==> src/rtl/regfile_write_arbiter.sv <==
`default_nettype none
// ============================================================================
// Module   : regfile_write_arbiter
// Brief    : Two-requester round-robin write port for a 32x32 register file,
//            with an optional post-reset sweep that zeroes registers 1..31.
// Revision : 1.0 - initial release
// ============================================================================
module regfile_write_arbiter #(
    parameter int CLEAR_ON_RESET = 1
) (
    input  logic        clock,
    input  logic        reset,
    input  logic        a_valid,
    input  logic [4:0]  a_addr,
    input  logic [31:0] a_data,
    output logic        a_ready,
    input  logic        b_valid,
    input  logic [4:0]  b_addr,
    input  logic [31:0] b_data,
    output logic        b_ready,
    output logic        flagRF,
    output logic [4:0]  addressRD,
    output logic [31:0] data,
    output logic        init_done,
    output logic [15:0] wr_count
);

    typedef enum logic [0:0] {
        INIT = 1'b0,
        ARB  = 1'b1
    } state_t;

    localparam state_t C_RESET_STATE = (CLEAR_ON_RESET != 0) ? INIT : ARB;
    localparam logic [15:0] C_COUNT_MAX = 16'hFFFF;

    state_t      r_state;
    state_t      w_state_next;
    logic [4:0]  r_sweep;
    logic        r_prio_a;      // 1: A wins the next contention

    logic        r_a_full;
    logic [4:0]  r_a_addr;
    logic [31:0] r_a_data;
    logic        r_b_full;
    logic [4:0]  r_b_addr;
    logic [31:0] r_b_data;

    logic        r_flag;
    logic [4:0]  r_addr;
    logic [31:0] r_data;
    logic        r_init_done;
    logic [15:0] r_wr_count;

    logic        w_grant_a;
    logic        w_grant_b;
    logic        w_a_ready;
    logic        w_b_ready;
    logic [4:0]  w_sel_addr;
    logic [31:0] w_sel_data;

    always_ff @(posedge clock) begin
        if (reset) begin
            r_state <= C_RESET_STATE;
        end else begin
            r_state <= w_state_next;
        end
    end

    always_comb begin
        w_state_next = r_state;
        w_grant_a    = 1'b0;
        w_grant_b    = 1'b0;
        w_a_ready    = 1'b0;
        w_b_ready    = 1'b0;
        case (r_state)
            INIT: begin
                if (r_sweep == 5'd31) begin
                    w_state_next = ARB;
                end
            end
            ARB: begin
                w_grant_a = r_a_full && (!r_b_full || r_prio_a);
                w_grant_b = r_b_full && !w_grant_a;
                w_a_ready = !r_a_full || w_grant_a;
                w_b_ready = !r_b_full || w_grant_b;
            end
            default: begin
                w_state_next = C_RESET_STATE;
            end
        endcase
    end

    assign w_sel_addr = w_grant_a ? r_a_addr : r_b_addr;
    assign w_sel_data = w_grant_a ? r_a_data : r_b_data;

    // Ready is forced low during reset so no transfer completes on a reset edge.
    assign a_ready = w_a_ready && !reset;
    assign b_ready = w_b_ready && !reset;

    always_ff @(posedge clock) begin
        if (reset) begin
            r_sweep     <= 5'd1;
            r_prio_a    <= 1'b1;
            r_a_full    <= 1'b0;
            r_a_addr    <= 5'd0;
            r_a_data    <= 32'd0;
            r_b_full    <= 1'b0;
            r_b_addr    <= 5'd0;
            r_b_data    <= 32'd0;
            r_flag      <= 1'b0;
            r_addr      <= 5'd0;
            r_data      <= 32'd0;
            r_init_done <= 1'b0;
            r_wr_count  <= 16'd0;
        end else begin
            case (r_state)
                INIT: begin
                    r_flag  <= 1'b1;
                    r_addr  <= r_sweep;
                    r_data  <= 32'd0;
                    r_sweep <= r_sweep + 5'd1;
                end
                ARB: begin
                    r_init_done <= 1'b1;
                    r_flag      <= 1'b0;
                    if (w_grant_a || w_grant_b) begin
                        r_prio_a <= w_grant_b;
                        // A grant to register 0 is consumed without a write.
                        if (w_sel_addr != 5'd0) begin
                            r_flag <= 1'b1;
                            r_addr <= w_sel_addr;
                            r_data <= w_sel_data;
                            if (r_wr_count != C_COUNT_MAX) begin
                                r_wr_count <= r_wr_count + 16'd1;
                            end
                        end
                    end
                end
                default: begin
                    r_flag <= 1'b0;
                end
            endcase

            if (a_valid && w_a_ready) begin
                r_a_full <= 1'b1;
                r_a_addr <= a_addr;
                r_a_data <= a_data;
            end else if (w_grant_a) begin
                r_a_full <= 1'b0;
            end

            if (b_valid && w_b_ready) begin
                r_b_full <= 1'b1;
                r_b_addr <= b_addr;
                r_b_data <= b_data;
            end else if (w_grant_b) begin
                r_b_full <= 1'b0;
            end
        end
    end

    assign flagRF    = r_flag;
    assign addressRD = r_addr;
    assign data      = r_data;
    assign init_done = r_init_done;
    assign wr_count  = r_wr_count;

endmodule
`default_nettype wire

==> config.mk <==
export PLATFORM = sky130hd
export DESIGN_NAME = regfile_write_arbiter
export DESIGN_NICKNAME = d
export VERILOG_FILES = /design/src/rtl/regfile_write_arbiter.sv
export SDC_FILE = /design/constraint.sdc
export NUM_CORES = 1
export LEC_CHECK = 0
export ABC_CLOCK_PERIOD_IN_PS = 2000
export CAP_MARGIN = 20
export CORE_MARGIN = 4
export CORE_UTILIZATION = 45
export DETAILED_ROUTE_END_ITERATION = 7
export GPL_TIMING_DRIVEN = 0
export PLACE_DENSITY = 0.73
export SLEW_MARGIN = 20
export SYNTH_ARGS = -nofsm -noshare
export SYNTH_HDL_FRONTEND = slang
export SYNTH_SLANG_ARGS = --single-unit
==> constraint.sdc <==
create_clock -name clock -period 2 [get_ports clock]
set_input_delay 0.6 -clock clock [delete_from_list [all_inputs] [get_ports clock]]
set_output_delay 0.6 -clock clock [all_outputs]
set_load 0.02 [all_outputs]
Word-level counts from Yosys, hierarchy flattened
Index checks and enable logic that the tools add are counted.
{"block": "totals", "reg_bits": 138, "input_bits": 78, "output_inout_bits": 57, "wordCells": 62}
{"block": "classes", "n_addsub": 2, "n_eq_ne": 4, "muxes": 21, "bitwise": 1, "reduce_logical": 20}
{"operator": "two-way mux 32 bit", "n": 3}
{"operator": "case mux 32 bit (2 select lines)", "n": 1}
{"operator": "adder 16 x 1 -> 16 bit (second input constant)", "n": 1}
{"operator": "!= test 16 bit (second input constant)", "n": 1}
{"operator": "two-way mux 5 bit", "n": 3}
{"operator": "two-way mux 1 bit", "n": 12}
{"operator": "case mux 5 bit (2 select lines)", "n": 1}
{"operator": "logical AND 1 bit", "n": 6}
{"operator": "adder 5 x 1 -> 5 bit (second input constant)", "n": 1}
{"operator": "== test 5 bit (second input constant)", "n": 1}
{"operator": "nonzero test 5 bit", "n": 1}
{"operator": "logical NOT 1 bit", "n": 4}
{"operator": "logical OR 1 bit", "n": 4}
{"operator": "!= test 2 x 1 -> 1 bit (second input constant)", "n": 2}
{"operator": "AND reduction 2 bit", "n": 2}
{"operator": "AND reduction 4 bit", "n": 1}
{"operator": "nonzero test 2 bit", "n": 2}
{"operator": "case mux 1 bit (2 select lines)", "n": 1}
{"operator": "NOT 1 bit", "n": 1}

Depth between registers and ports, before layout
{"block": "depth", "word_depth": 9, "ltp_mapped": 8, "mapped_depth_nobuf": 6}

Worst setup path after synthesis
Ideal clock, no wire load.
{"block": "synth_timing", "kind": "reg-to-reg", "start": "register r_wr_count[0], in the netlist wr_count[0]", "end": "register r_wr_count[10], in the netlist wr_count[10]", "setup_ps": 121, "arrival_time_ps": 2112, "required_ps": 1879, "path_slack_ps": -233, "path_stages_with_launch": 7, "n_path_buf": 1, "period_less_slack_ps": 2233, "cell_sequence": "dfxtp_1 -> ha_1 -> nand4_1 -> or4_2 -> clkbuf_1 -> nor3b_1 -> mux2_2"}
{"block": "synth_via", "elab_chain_len": 2, "elab_cells_between_ends": 3, "classes_between": "1 x add/sub; 1 x eq/ne; 1 x reduce/logical"}
{"element": "start, declared", "line_no": "52", "text": "logic [15:0] r_wr_count;"}
{"element": "start signal, assigned", "line_no": "134", "text": "r_wr_count <= r_wr_count + 16'd1;"}
{"element": "branches (longest 2 deep; another with adder 16 x 1 -> 16 bit)"}
Parallel ways; which one is timed is not known.
A chain may end at the register's enable or synchronous reset.

Final worst setup path
{"block": "layout_timing", "start": "register r_wr_count[4], in the netlist wr_count[4]", "end": "register r_wr_count[15], in the netlist wr_count[15]"}
Same word-level chain as after synthesis.

==> qor.json <==
{
  "status": "finished with violations",
  "violations": "setup timing",
  "clkSlewWorstSetupHoldPaths_ps": 60,
  "htreeDepth": 4,
  "worst_ep_arrival_time_ps": 2370,
  "number_of_remaining_drc_errors": 0,
  "leakagePower_nw": 3.66,
  "insertedDiodeCount": 0,
  "port_buffers": 134,
  "synth.lib_cells_used.distinct": 46,
  "cts_made_buffers": 17,
  "postPlaceCellArea_mm2": 0.00728,
  "library_cell_with_the_highest_instance_count_after_synthesis": "sky130_fd_sc_hd__nand2_1",
  "max_freq_mhz": 493,
  "synth_compound_area_share_pct": 15.5,
  "nets": 959,
  "path_class": "flip-flop to flip-flop",
  "hold_viol_final": 0,
  "holdCritPathClass": "flip-flop to flip-flop",
  "dpl.hpwl_um": 12300,
  "count_of_nets_left_with_antenna_violations_after_detail_routing": 0,
  "first_iter_violations": 375,
  "synthesis.area_mm2": 0.00568,
  "clockRootBuffer": "sky130_fd_sc_hd__clkbuf_16",
  "fin_area_mm2": 0.00856,
  "grt_setup_unrepaired": "true",
  "cp_max_fo": 6,
  "cts_tree": "yes",
  "dr_total_vias": 5657,
  "synth_xor_area_share_pct": 0.617,
  "multi_input_gate_area_in_the_final_layout_mm2": 0.00299,
  "dominant_combinational_cell_family_by_area_after_synthesis": "simple AND/OR/NAND/NOR gates",
  "max-slew-margin-rel_pct": 57.8,
  "worstSkewPairLatency_ps": 420,
  "worst_setup_start_kind": "flip-flop",
  "post_layout_minimum_cycle_time_ps": 2030,
  "synth_async_sr_flop_share_pct": 0,
  "report.final.slew_viol_count": 0,
  "detailroute.wirelength.met2_um": 8650,
  "detail_route.wl_per_cell_um": 16.7,
  "yosys-top-cells-area": "sky130_fd_sc_hd__dfxtp_1 (49%), sky130_fd_sc_hd__nand2_1 (11%), sky130_fd_sc_hd__a21oi_1 (7.7%)",
  "syn_to_final_growth_pct": 50.8,
  "layout_setup_ws_ps": -30.3,
  "first_pass_iters": 5,
  "hold_buffers": 0,
  "grt_util_all_layers_pct": 23.3,
  "vdd.ir_drop.worst_uv": 454,
  "fraction_of_layout_cells_with_a_size_suffix_above_1_pct": 19.6,
  "yosys_most_used_dff": "sky130_fd_sc_hd__dfxtp_1",
  "ios": 135,
  "report.final.setup_viol": 5,
  "met1Wirelength_um": 7680,
  "dr.max_layer_used": "met4",
  "synthTopCellsByCount": "sky130_fd_sc_hd__nand2_1 (168), sky130_fd_sc_hd__dfxtp_1 (138), sky130_fd_sc_hd__a21oi_1 (87)",
  "die_outline_area_mm2": 0.0145,
  "timing.max_cap.violations": 0,
  "tightest_slew_ps": 633,
  "min_period_over_period_pct": 102,
  "netlist_instances": 694,
  "setup_tns_ps": -75.8,
  "synth.mux.area_fraction_pct": 7.14,
  "synth.ff_latch_count": 138,
  "synth_top_cell_area_share_pct": 48.6,
  "antenna_found_initial": 0,
  "globalplace.congestion": 0.893,
  "grt-ovfl-total": 0,
  "postLayoutCoreUtil_pct": 70.4,
  "register_area_mm2": 0.00282,
  "grt_first_pass_wirelength_um": 26800,
  "synthAdderAreaFrac_pct": 0.661,
  "clk_path_buf_depth": 2,
  "synth-edff-count": 0,
  "synth_fp_nets": 775,
  "postRouteWirelength_um": 17700,
  "end_kind": "flip-flop",
  "syn_area_cell_um2": 8.18,
  "wl_met3_um": 1060,
  "power_per_cell_area_mw_per_mm2": 704,
  "yosys_warnings": 0,
  "synth_area_leader_cell": "sky130_fd_sc_hd__dfxtp_1",
  "vias_per_cell": 5.34,
  "clock_sink_count": 138,
  "floorplan.core_area_mm2": 0.0122,
  "maximum_number_of_pins_on_one_net_before_global_route_repair": 17,
  "fp.dieW_um": 120,
  "worst-endpoint-required_ps": 2340,
  "yosys.area_share.simple_pct": 23.8,
  "fillCellCount": 965,
  "placement.setup.worst_slack_ps": -1420,
  "die_y_um": 120,
  "grt_pass1_vias": 5399,
  "synth.yosys.seq_area_share_pct": 48.6,
  "final.setup_skew_ps": 7.00,
  "initial_utilization_pct": 46.7,
  "placementRows": 40
}
-- critical path, stage by stage (launching register included) --
cell and delay, ps:
sky130_fd_sc_hd__dfxtp_4 380, sky130_fd_sc_hd__nand3_4 90, sky130_fd_sc_hd__or4_4 550, sky130_fd_sc_hd__or4_4 470, sky130_fd_sc_hd__or3_1 330, sky130_fd_sc_hd__a21oi_1 140
-- registers in the layout (all words and copies together) (netlist names) --
name	flops
r_prio_a	1
r_a_data	32
data	32
r_a_full	1
r_a_addr	5
r_b_full	1
r_state	1
r_sweep	5
flagRF	1
r_b_addr	5
r_b_data	32
init_done	1
wr_count	16
addressRD	5
-- final timing paths --
check	to	slack, ps	cells after the start	startpoint
worst max-delay path	wr_count[15]	-30	5	wr_count[4]
worst min-delay path	r_a_data[18]	450	2	r_a_data[18]
worst max register to register	wr_count[15]	-30	5	wr_count[4]
worst min register to register	r_a_data[18]	450	2	r_a_data[18]
-- repair_timing --
item / CTS / global route
resized for setup: 104 / 90
pin swaps: 6 / 17
endpoints found under the hold margin: 0 / 0
setup buffers: 10 / 21
gates cloned: 2 / 1
setup endpoints to repair: 141 / 131
-- layout by cell type, fill, tap and decap left out, drive strengths merged, types with 3 or more instances in the layout --
master,count
or4,6
inv,3
and3,4
clkbuf,52
or2,3
nor2b,8
buf,53
clkinvlp,3
dlygate4sd2,18
clkinv,6
ha,3
o21ai,13
mux2,4
mux2i,36
nand2b,5
a21oi,87
nand3,16
clkdlybuf4s50,87
nor2,63
or3,9
nor4,10
dlymetal6s2s,26
nor3,6
nand4,6
xor2,3
nand2,168
dfxtp,138
a211oi,34
-- where the power goes --
part,internal (mW),switching [mW]
Combinational,0.162,0.0999
Clock,1.84,1.17
Sequential,2.74,0.0143
Total,4.74,1.28
-- area by class of cell --
type,count,area share (%)
Clock buffer,21,5.63
Inverter,2,0.0877
Sequential cell,138,32.9
Buffer,47,3.70
Timing Repair Buffer,168,19.2
Multi-Input combinational cell,504,34.9
Tap cell,168,2.45
Clock inverter,11,1.08
-- cell families (layout without fill, tap and decap cells) --
| kind of cell | after synthesis | in the layout |
|---|---|---|
| compound gates | 149 | 149 |
| flops | 138 | 138 |
| xor+xnor | 4 | 4 |
| mux | 40 | 40 |
| fa+ha+maj | 3 | 3 |
| simple gates | 308 | 308 |
| buf+inv | 52 | 249 |
-- through the flow --
stage          cells  hold slack (ps)  power, mW
2_1_floorplan    694              436       2.89
3_3_place_gp     996              442       3.09
3_5_place_dp     996              446       3.09
4_1_cts         1037              453       6.05
5_1_grt         1059              464       6.22
6_report        1059              454       6.03
-- layer usage --
layer  vias up  track usage [%]
li1       2762                -
met3        24             4.86
met1      2688             29.5
met5         -                0
met2       183             39.2
met4         0             8.71
Power figures use the tool's default switching activity.
